[src/rtl/mem_bus_arbiter_if.sv]
// Memory bus bundle between the IF/MEM arbiter (master) and the memory system (slave).
interface mem_bus_arbiter_if;
  logic        req;
  logic        we;
  logic [31:0] addr;
  logic [3:0]  sel;
  logic [31:0] wdata;
  logic [31:0] rdata;
  logic        ack;
  logic        timeout;

  modport master (output req, we, addr, sel, wdata, timeout, input rdata, ack);
  modport slave  (input req, we, addr, sel, wdata, timeout, output rdata, ack);
endinterface

[src/rtl/mem_bus_arbiter.sv]
// Shares one 32-bit request/ack memory bus between the IF fetch port and the MEM data port.
// MEM always wins; results are held until the owning stage advances.
module mem_bus_arbiter #(
  parameter int unsigned TIMEOUT = 8
) (
  input  logic               clk,
  input  logic               rst,
  input  logic               flush_i,
  input  logic               if_ce_i,
  input  logic [31:0]        if_addr_i,
  input  logic               if_hold_i,
  output logic [31:0]        if_data_o,
  output logic               if_stallreq_o,
  input  logic               mem_ce_i,
  input  logic               mem_we_i,
  input  logic [31:0]        mem_addr_i,
  input  logic [3:0]         mem_sel_i,
  input  logic [31:0]        mem_wdata_i,
  input  logic               mem_hold_i,
  output logic [31:0]        mem_rdata_o,
  output logic               mem_stallreq_o,
  mem_bus_arbiter_if.master  bus
);

  typedef enum logic [1:0] {IDLE, DATA, INST, DRAIN} state_t;

  localparam logic [7:0] TMO_LAST = 8'(TIMEOUT - 1);

  state_t      state_q, state_d;
  logic        req_q, req_d;
  logic        we_q, we_d;
  logic [31:0] addr_q, addr_d;
  logic [3:0]  sel_q, sel_d;
  logic [31:0] wdata_q, wdata_d;
  logic [31:0] if_data_q, if_data_d;
  logic [31:0] mem_rdata_q, mem_rdata_d;
  logic        if_done_q, if_done_d;
  logic        mem_done_q, mem_done_d;
  logic [7:0]  cnt_q, cnt_d;
  logic        tmo_q, tmo_d;

  logic        mem_pend, if_pend;
  logic        hit, tmo, done_ev;
  logic [31:0] rdata_eff;
  logic        mem_set, if_set;

  assign mem_pend  = mem_ce_i & ~mem_done_q;
  assign if_pend   = if_ce_i & ~if_done_q;

  // req_q is only ever high outside IDLE, so an ack seen in IDLE is ignored here.
  assign hit       = req_q & bus.ack;
  assign tmo       = (TIMEOUT != 0) && req_q && !bus.ack && (cnt_q == TMO_LAST);
  assign done_ev   = hit | tmo;
  assign rdata_eff = tmo ? 32'h0 : bus.rdata;

  assign mem_set   = (state_q == DATA) & done_ev & ~flush_i;
  assign if_set    = (state_q == INST) & done_ev & ~flush_i;

  always_comb begin
    state_d     = state_q;
    req_d       = req_q;
    we_d        = we_q;
    addr_d      = addr_q;
    sel_d       = sel_q;
    wdata_d     = wdata_q;
    if_data_d   = if_data_q;
    mem_rdata_d = mem_rdata_q;
    cnt_d       = cnt_q;
    tmo_d       = 1'b0;

    unique case (state_q)
      IDLE: begin
        if (!flush_i) begin
          if (mem_pend) begin
            state_d = DATA;
            req_d   = 1'b1;
            we_d    = mem_we_i;
            addr_d  = mem_addr_i;
            sel_d   = mem_sel_i;
            wdata_d = mem_wdata_i;
            cnt_d   = 8'h0;
          end else if (if_pend) begin
            state_d = INST;
            req_d   = 1'b1;
            we_d    = 1'b0;
            addr_d  = if_addr_i;
            sel_d   = 4'b1111;
            cnt_d   = 8'h0;
          end
        end
      end
      DATA, INST, DRAIN: begin
        tmo_d = tmo;
        if (done_ev) begin
          state_d = IDLE;
          req_d   = 1'b0;
          if (mem_set && !we_q) mem_rdata_d = rdata_eff;
          if (if_set)           if_data_d   = rdata_eff;
        end else begin
          cnt_d = cnt_q + 8'h1;
          // A flushed access keeps the bus request up so an issued write still lands.
          if (flush_i) state_d = DRAIN;
        end
      end
      default: state_d = IDLE;
    endcase
  end

  // A done flag survives a held stage; its own ack beats the clear, flush beats both.
  always_comb begin
    mem_done_d = mem_done_q;
    if_done_d  = if_done_q;
    if (flush_i)          mem_done_d = 1'b0;
    else if (mem_set)     mem_done_d = 1'b1;
    else if (!mem_hold_i) mem_done_d = 1'b0;
    if (flush_i)          if_done_d  = 1'b0;
    else if (if_set)      if_done_d  = 1'b1;
    else if (!if_hold_i)  if_done_d  = 1'b0;
  end

  always_ff @(posedge clk) begin
    if (!rst) begin
      state_q     <= IDLE;
      req_q       <= 1'b0;
      we_q        <= 1'b0;
      addr_q      <= 32'h0;
      sel_q       <= 4'b0000;
      wdata_q     <= 32'h0;
      if_data_q   <= 32'h0;
      mem_rdata_q <= 32'h0;
      if_done_q   <= 1'b0;
      mem_done_q  <= 1'b0;
      cnt_q       <= 8'h0;
      tmo_q       <= 1'b0;
    end else begin
      state_q     <= state_d;
      req_q       <= req_d;
      we_q        <= we_d;
      addr_q      <= addr_d;
      sel_q       <= sel_d;
      wdata_q     <= wdata_d;
      if_data_q   <= if_data_d;
      mem_rdata_q <= mem_rdata_d;
      if_done_q   <= if_done_d;
      mem_done_q  <= mem_done_d;
      cnt_q       <= cnt_d;
      tmo_q       <= tmo_d;
    end
  end

  assign bus.req        = req_q;
  assign bus.we         = we_q;
  assign bus.addr       = addr_q;
  assign bus.sel        = sel_q;
  assign bus.wdata      = wdata_q;
  assign bus.timeout    = tmo_q;
  assign if_data_o      = if_data_q;
  assign mem_rdata_o    = mem_rdata_q;
  assign if_stallreq_o  = if_pend;
  assign mem_stallreq_o = mem_pend;

endmodule

[src/flat_wrapper.sv]
// flat-port wrapper written by rule: the top's interface ports become plain ports
module mem_bus_arbiter_flat 
#(
  parameter int unsigned TIMEOUT = 8
)
  (clk, rst, flush_i, if_ce_i, if_addr_i, if_hold_i, if_data_o, if_stallreq_o, mem_ce_i, mem_we_i, mem_addr_i, mem_sel_i, mem_wdata_i, mem_hold_i, mem_rdata_o, mem_stallreq_o, bus_req, bus_we, bus_addr, bus_sel, bus_wdata, bus_timeout, bus_rdata, bus_ack);
  mem_bus_arbiter_if bus_i ();
  input  logic clk;
  input  logic rst;
  input  logic flush_i;
  input  logic if_ce_i;
  input  logic [31:0] if_addr_i;
  input  logic if_hold_i;
  output logic [31:0] if_data_o;
  output logic if_stallreq_o;
  input  logic mem_ce_i;
  input  logic mem_we_i;
  input  logic [31:0] mem_addr_i;
  input  logic [3:0] mem_sel_i;
  input  logic [31:0] mem_wdata_i;
  input  logic mem_hold_i;
  output logic [31:0] mem_rdata_o;
  output logic mem_stallreq_o;
  output wire logic [$bits(bus_i.req)-1:0] bus_req;
  output wire logic [$bits(bus_i.we)-1:0] bus_we;
  output wire logic [$bits(bus_i.addr)-1:0] bus_addr;
  output wire logic [$bits(bus_i.sel)-1:0] bus_sel;
  output wire logic [$bits(bus_i.wdata)-1:0] bus_wdata;
  output wire logic [$bits(bus_i.timeout)-1:0] bus_timeout;
  input wire logic [$bits(bus_i.rdata)-1:0] bus_rdata;
  input wire logic [$bits(bus_i.ack)-1:0] bus_ack;
  assign bus_req = bus_i.req;
  assign bus_we = bus_i.we;
  assign bus_addr = bus_i.addr;
  assign bus_sel = bus_i.sel;
  assign bus_wdata = bus_i.wdata;
  assign bus_timeout = bus_i.timeout;
  assign bus_i.rdata = bus_rdata;
  assign bus_i.ack = bus_ack;
  mem_bus_arbiter #(.TIMEOUT(TIMEOUT)) u_core (.clk(clk), .rst(rst), .flush_i(flush_i), .if_ce_i(if_ce_i), .if_addr_i(if_addr_i), .if_hold_i(if_hold_i), .if_data_o(if_data_o), .if_stallreq_o(if_stallreq_o), .mem_ce_i(mem_ce_i), .mem_we_i(mem_we_i), .mem_addr_i(mem_addr_i), .mem_sel_i(mem_sel_i), .mem_wdata_i(mem_wdata_i), .mem_hold_i(mem_hold_i), .mem_rdata_o(mem_rdata_o), .mem_stallreq_o(mem_stallreq_o), .bus(bus_i));
endmodule
[config.mk]
export PLATFORM = sky130hd
export DESIGN_NAME = mem_bus_arbiter_flat
export DESIGN_NICKNAME = d
export VERILOG_FILES = /design/src/rtl/mem_bus_arbiter_if.sv /design/src/rtl/mem_bus_arbiter.sv /design/src/flat_wrapper.sv
export SDC_FILE = /design/constraint.sdc
export NUM_CORES = 1
export LEC_CHECK = 0
export CORE_MARGIN = 4
export CORE_UTILIZATION = 42
export DETAILED_ROUTE_END_ITERATION = 6
export GPL_TIMING_DRIVEN = 1
export PLACE_DENSITY = 0.92
export SYNTH_ARGS = -nofsm -noshare
export SYNTH_HDL_FRONTEND = slang
export SYNTH_SLANG_ARGS = --single-unit
[constraint.sdc]
create_clock -name clk -period 3.45 [get_ports clk]
set_input_delay 1.035 -clock clk [delete_from_list [all_inputs] [get_ports clk]]
set_output_delay 1.035 -clock clk [all_outputs]
set_load 0.005 [all_outputs]
# Word level (Yosys, flattened, before mapping)
# Cells that the tools add are included.
[op_classes]
mux = 27
add_sub_neg = 1
n_eq_ne = 11
reduce_logical = 17
n_bitwise = 12
[op_table]
columns = ["op", "count"]
rows = [
  ["2-to-1 mux 32 bit", 3],
  ["2-to-1 mux 8 bit", 4],
  ["AND reduction 3 bit", 7],
  ["case mux 8 bit (2 select lines)", 1],
  ["2-to-1 mux 1 bit", 10],
  ["2-to-1 mux 2 bit", 5],
  ["adder 8 x 1 -> 8 bit, second input constant", 1],
  ["equality test 8 x 3 -> 1 bit, second input constant", 1],
  ["2-to-1 mux 4 bit", 2],
  ["bitwise AND 1 bit", 7],
  ["!= test 2 x 1 -> 1 bit, second input constant", 3],
  ["equality test 2 bit, second input constant", 2],
  ["!= test 2 bit, second input constant", 2],
  ["NOT 1 bit", 4],
  ["case mux 2 bit (2 select lines)", 1],
  ["logical AND 1 bit", 3],
  ["!= test 3 x 2 -> 1 bit, second input constant", 1],
  ["!= test 3 bit, second input constant", 1],
  ["OR reduction 3 bit", 1],
  ["equality test 2 x 1 -> 1 bit, second input constant", 1],
  ["logical NOT 1 bit", 2],
  ["logical NOT 2 bit", 1],
  ["case mux 1 bit (2 select lines)", 1],
  ["AND reduction 2 bit", 1],
  ["3 further kinds", 3],
]
[word_totals]
ff_bits = 147
word_cells = 80

# Depth between registers and ports, before layout
[logic_depth]
ltp_word = 8
mapped_depth = 8

# Worst setup path before layout
# Ideal clock, no wire load.
[synth_path]
path_type = "input -> output"
start = "input port mem_ce_i"
end = "output port mem_stallreq_o"
path_stages = 4
path_buffers = 2
path_slack_ns = 0.798
arrival_time_ns = 1.617
t_required_ns = 2.415
path_cell_list = "nand2b_1 -> buf_2 -> inv_2 -> clkbuf_1"
[synth_via]
elab_chain_len = 1
[synth_rtl]
columns = ["element", "line", "text"]
rows = [
  ["start: declaration", "flat_wrapper.sv:16", "input logic mem_ce_i;"],
  ["bitwise AND 1 bit", "mem_bus_arbiter.sv:47", "assign mem_pend = mem_ce_i & ~mem_done_q;"],
  ["end: declaration", "flat_wrapper.sv:23", "output logic mem_stallreq_o;"],
]
# Every way passes these cells.

# Worst setup path after layout
# Ends and elaborated chain as after synthesis.

==> impl_metrics.tcl <==
set metrics [dict create \
    ys_seq_area_share_pct 55.6 \
    max_slew_margin_pct 39.1 \
    hold_depth 2 \
    crit_top_cell "clkdlybuf4s50_1" \
    viasPerCell 5.27 \
    grt_max_degree 72 \
    finalCritPeriodShare_pct 93.5 \
    ys.flop_type "dfxtp_1" \
    cts_max_level 4 \
    drive_above_1_share_pct 6.32 \
    fin_worst_skew_ns 0.0152 \
    crit_family "buffers and inverters" \
    p_seq_share_pct 43.8 \
    rrSetupSlack_ns 1.39 \
    area_growth_pct 64.7 \
    preCtsSetupSlack_ns 0.214 \
    setup_slack_ns 0.224 \
    rr_endpoint "u_core.mem_rdata_o[25]" \
    synth_area_per_cell_sq_um 9.44 \
    fill_cells 870 \
    min_path_type "reg -> reg" \
    finalSetupTns_ns 0 \
    critPathSlowestCell "clkdlybuf4s50_1" \
    fin_cells 1006 \
    max_stage_delay_ns 0.52 \
    root_buffer "clkbuf_16" \
    ctsResizeCount 0 \
    power.total_mw 4.17 \
    cts_hold_buf 0 \
    nNetsFinal 967 \
    power_density_nw_per_um2 478 \
    drt-total-wl_mm 17.6 \
    drtAntennaViolNets 0 \
    r2r_start "u_core.cnt_q[0]" \
    p_int_mw 3.14 \
    grt_pass1_wl_mm 26.8 \
    num_rows 40 \
    rr_worst_depth 5 \
    final_util_pct 71.7 \
    outcome "completed" \
    cts_made_buffers 17 \
    maxSlewViolCount 0 \
    die_h_um 120 \
    port_buffers 277 \
    cap_viol_max_count 0 \
    power_switching_share_pct 24.6 \
    vias 5305 \
    cts_setup_buffers 0 \
    die_w_um 120 \
    fmaxAchievable_mhz 310 \
    cp-start-kind "primary input" \
    grt_antenna_before_repair 0 \
    cts_tree "built" \
    crit_required_ns 2.41 \
    diodes 0 \
    rsz0062_at_grt "false" \
    clk_latency_ns 0.42 \
    yosys_warnings 0 \
    min_period_ns 3.23 \
    criticalPathCategory "in -> out" \
    cts_sinks 147 \
    io_pins 278 \
    gp_congestion 0.827 \
    synth_area_sq_um 5300 \
    fin_area_sq_um 8720 \
    drc 0 \
    final_cell_mix "277 x clkdlybuf4s50_1, 147 x dfxtp_1, 134 x nand2_1, 64 x a22o_1, 42 x nor2_1" \
    peakVddDrop_uv 384 \
    p_switching_mw 1.02 \
    min_from "u_core.bus.wdata[2]" \
    grt_pass1_vias 5117 \
    clk_path_buf_depth 2 \
    gr-total-overflow 0 \
    arrival_ns 2.19 \
    synth_top_cell_by_area "dfxtp_1" \
    dpl.cell_count 974 \
    syn-num-nets 703 \
    synthCells 561 \
    drt_iter0_drc 465 \
    hold-path-endpoint "u_core.bus.wdata[2]" \
    crit_chain "clkdlybuf4s50_1 > nand2b_1 > inv_2 > clkdlybuf4s50_1" \
    setup_viol 0 \
    worst_pin_slew_ns 0.912 \
    hold_slack_ns 0.454 \
    synth_enable_flop_cells 0 \
    place_area_sq_um 8170 \
    final_common_cell "clkdlybuf4s50_1" \
    worstSetupEndpointType "output port" \
    core_area_sq_um 12200 \
    pwr-share-comb_pct 14.9 \
    yosys-top-cells-area "dfxtp_1 56%, a22o_1 11%, nand2_1 9.5%, a311oi_1 5.3%, a21oi_1 3.8%" \
    wl_per_cell_um 17.5 \
    worst-path-buf-inv 3 \
    start_util_pct 43.6 \
    hold_viol 0 \
    synth_cell_types 41 \
    firstDrtPassIters 5 \
    synth.top_cell.area_share_pct 55.6 \
    grt.total_usage_pct 23.5 \
    p_leak_nw 3.20 \
    dieArea_sq_um 14500 \
    clockPowerShare_pct 41.3 \
    crit_fanout 2 \
    ys_ff_latch 147 \
    hpwl_mm 12.5 \
    cts.clk_slew.worst_paths_ns 0.06 \
    async_flop_share_pct 0 \
]
[power groups by stage]
| stage | Combinational, mW | Clock [mW] | Sequential, mW |
|---|---|---|---|
| after global routing | 0.671 | 1.83 | 1.84 |
| after floorplan | 0.235 | 0 | 1.87 |
| final | 0.620 | 1.72 | 1.83 |
| after detailed placement | 0.620 | 0 | 1.86 |
| after CTS | 0.625 | 1.75 | 1.83 |
| after global placement | 0.609 | 0 | 1.86 |
[worst max path at each step]
stage,startpoint,slack (ns),endpoint,cells past startpoint
3_5_place_dp,mem_ce_i,0.21,mem_stallreq_o,4
2_1_floorplan,mem_ce_i,0.80,mem_stallreq_o,4
4_1_cts,mem_ce_i,0.21,mem_stallreq_o,4
5_1_grt,if_ce_i,0.16,if_stallreq_o,3
3_3_place_gp,mem_ce_i,0.21,mem_stallreq_o,4
6_report,mem_ce_i,0.22,mem_stallreq_o,4
[flip-flops by register name (all words and copies together), names as in the netlist]
register,count
u_core.mem_done_q,1
u_core.if_data_o,32
u_core.mem_rdata_o,32
u_core.bus.we,1
u_core.bus.addr,32
u_core.bus.wdata,32
u_core.bus.sel,4
u_core.bus.req,1
u_core.cnt_q,8
u_core.if_done_q,1
u_core.bus.timeout,1
u_core.state_q,2
[routing by layer]
layer	track usage (%)	share of wire (%)
met5	0	0
met1	26.5	38
met2	40.2	49
met3	9.45	10
met4	8.85	2.1
[synthesized netlist by cell type, types with 2 or more instances]
master,instances
a21oi_1,40
a22o_1,64
a311oi_1,32
and2_1,2
buf_2,14
buf_6,6
clkbuf_1,23
dfxtp_1,147
inv_1,2
inv_2,2
nand2_1,134
nand2b_1,2
nand3_1,6
nand4_1,3
nor2_1,42
nor3_1,3
nor4_1,2
o2111ai_1,2
o21a_1,2
o21ai_0,2
o22ai_1,5
o31ai_1,4
or4_1,3
xor2_1,2
[cell families after synthesis]
logic type | after synthesis | synth area share [%]
AND/OR/NAND/NOR | 205 | 16.1
AO/OA/AOI/OAI | 159 | 23.3
flip-flops | 147 | 55.6
buffers and inverters | 47 | 4.51
XOR/XNOR | 2 | 0.331
adder cells (fa/ha/maj) | 1 | 0.236
[area by class of cell]
cell class                      count  area, sq um  share of cell area (%)
Tap cell                          168          210                    2.41
Sequential cell                   147         2940                    33.7
Inverter                            4         15.0                   0.172
Timing Repair Buffer              288         2870                    32.9
Clock buffer                       20          447                    5.12
Multi-Input combinational cell    367         2140                    24.5
Clock inverter                     12          106                    1.22
[worst register-to-register path: stages, from the launching register on]
cell and delay (ns):
dfxtp_1 0.33, ha_1 0.25, nand4bb_1 0.24, o21ai_4 0.14, a21oi_4 0.74, a22o_1 0.30
Note: power is estimated with default switching activity, not from simulation.
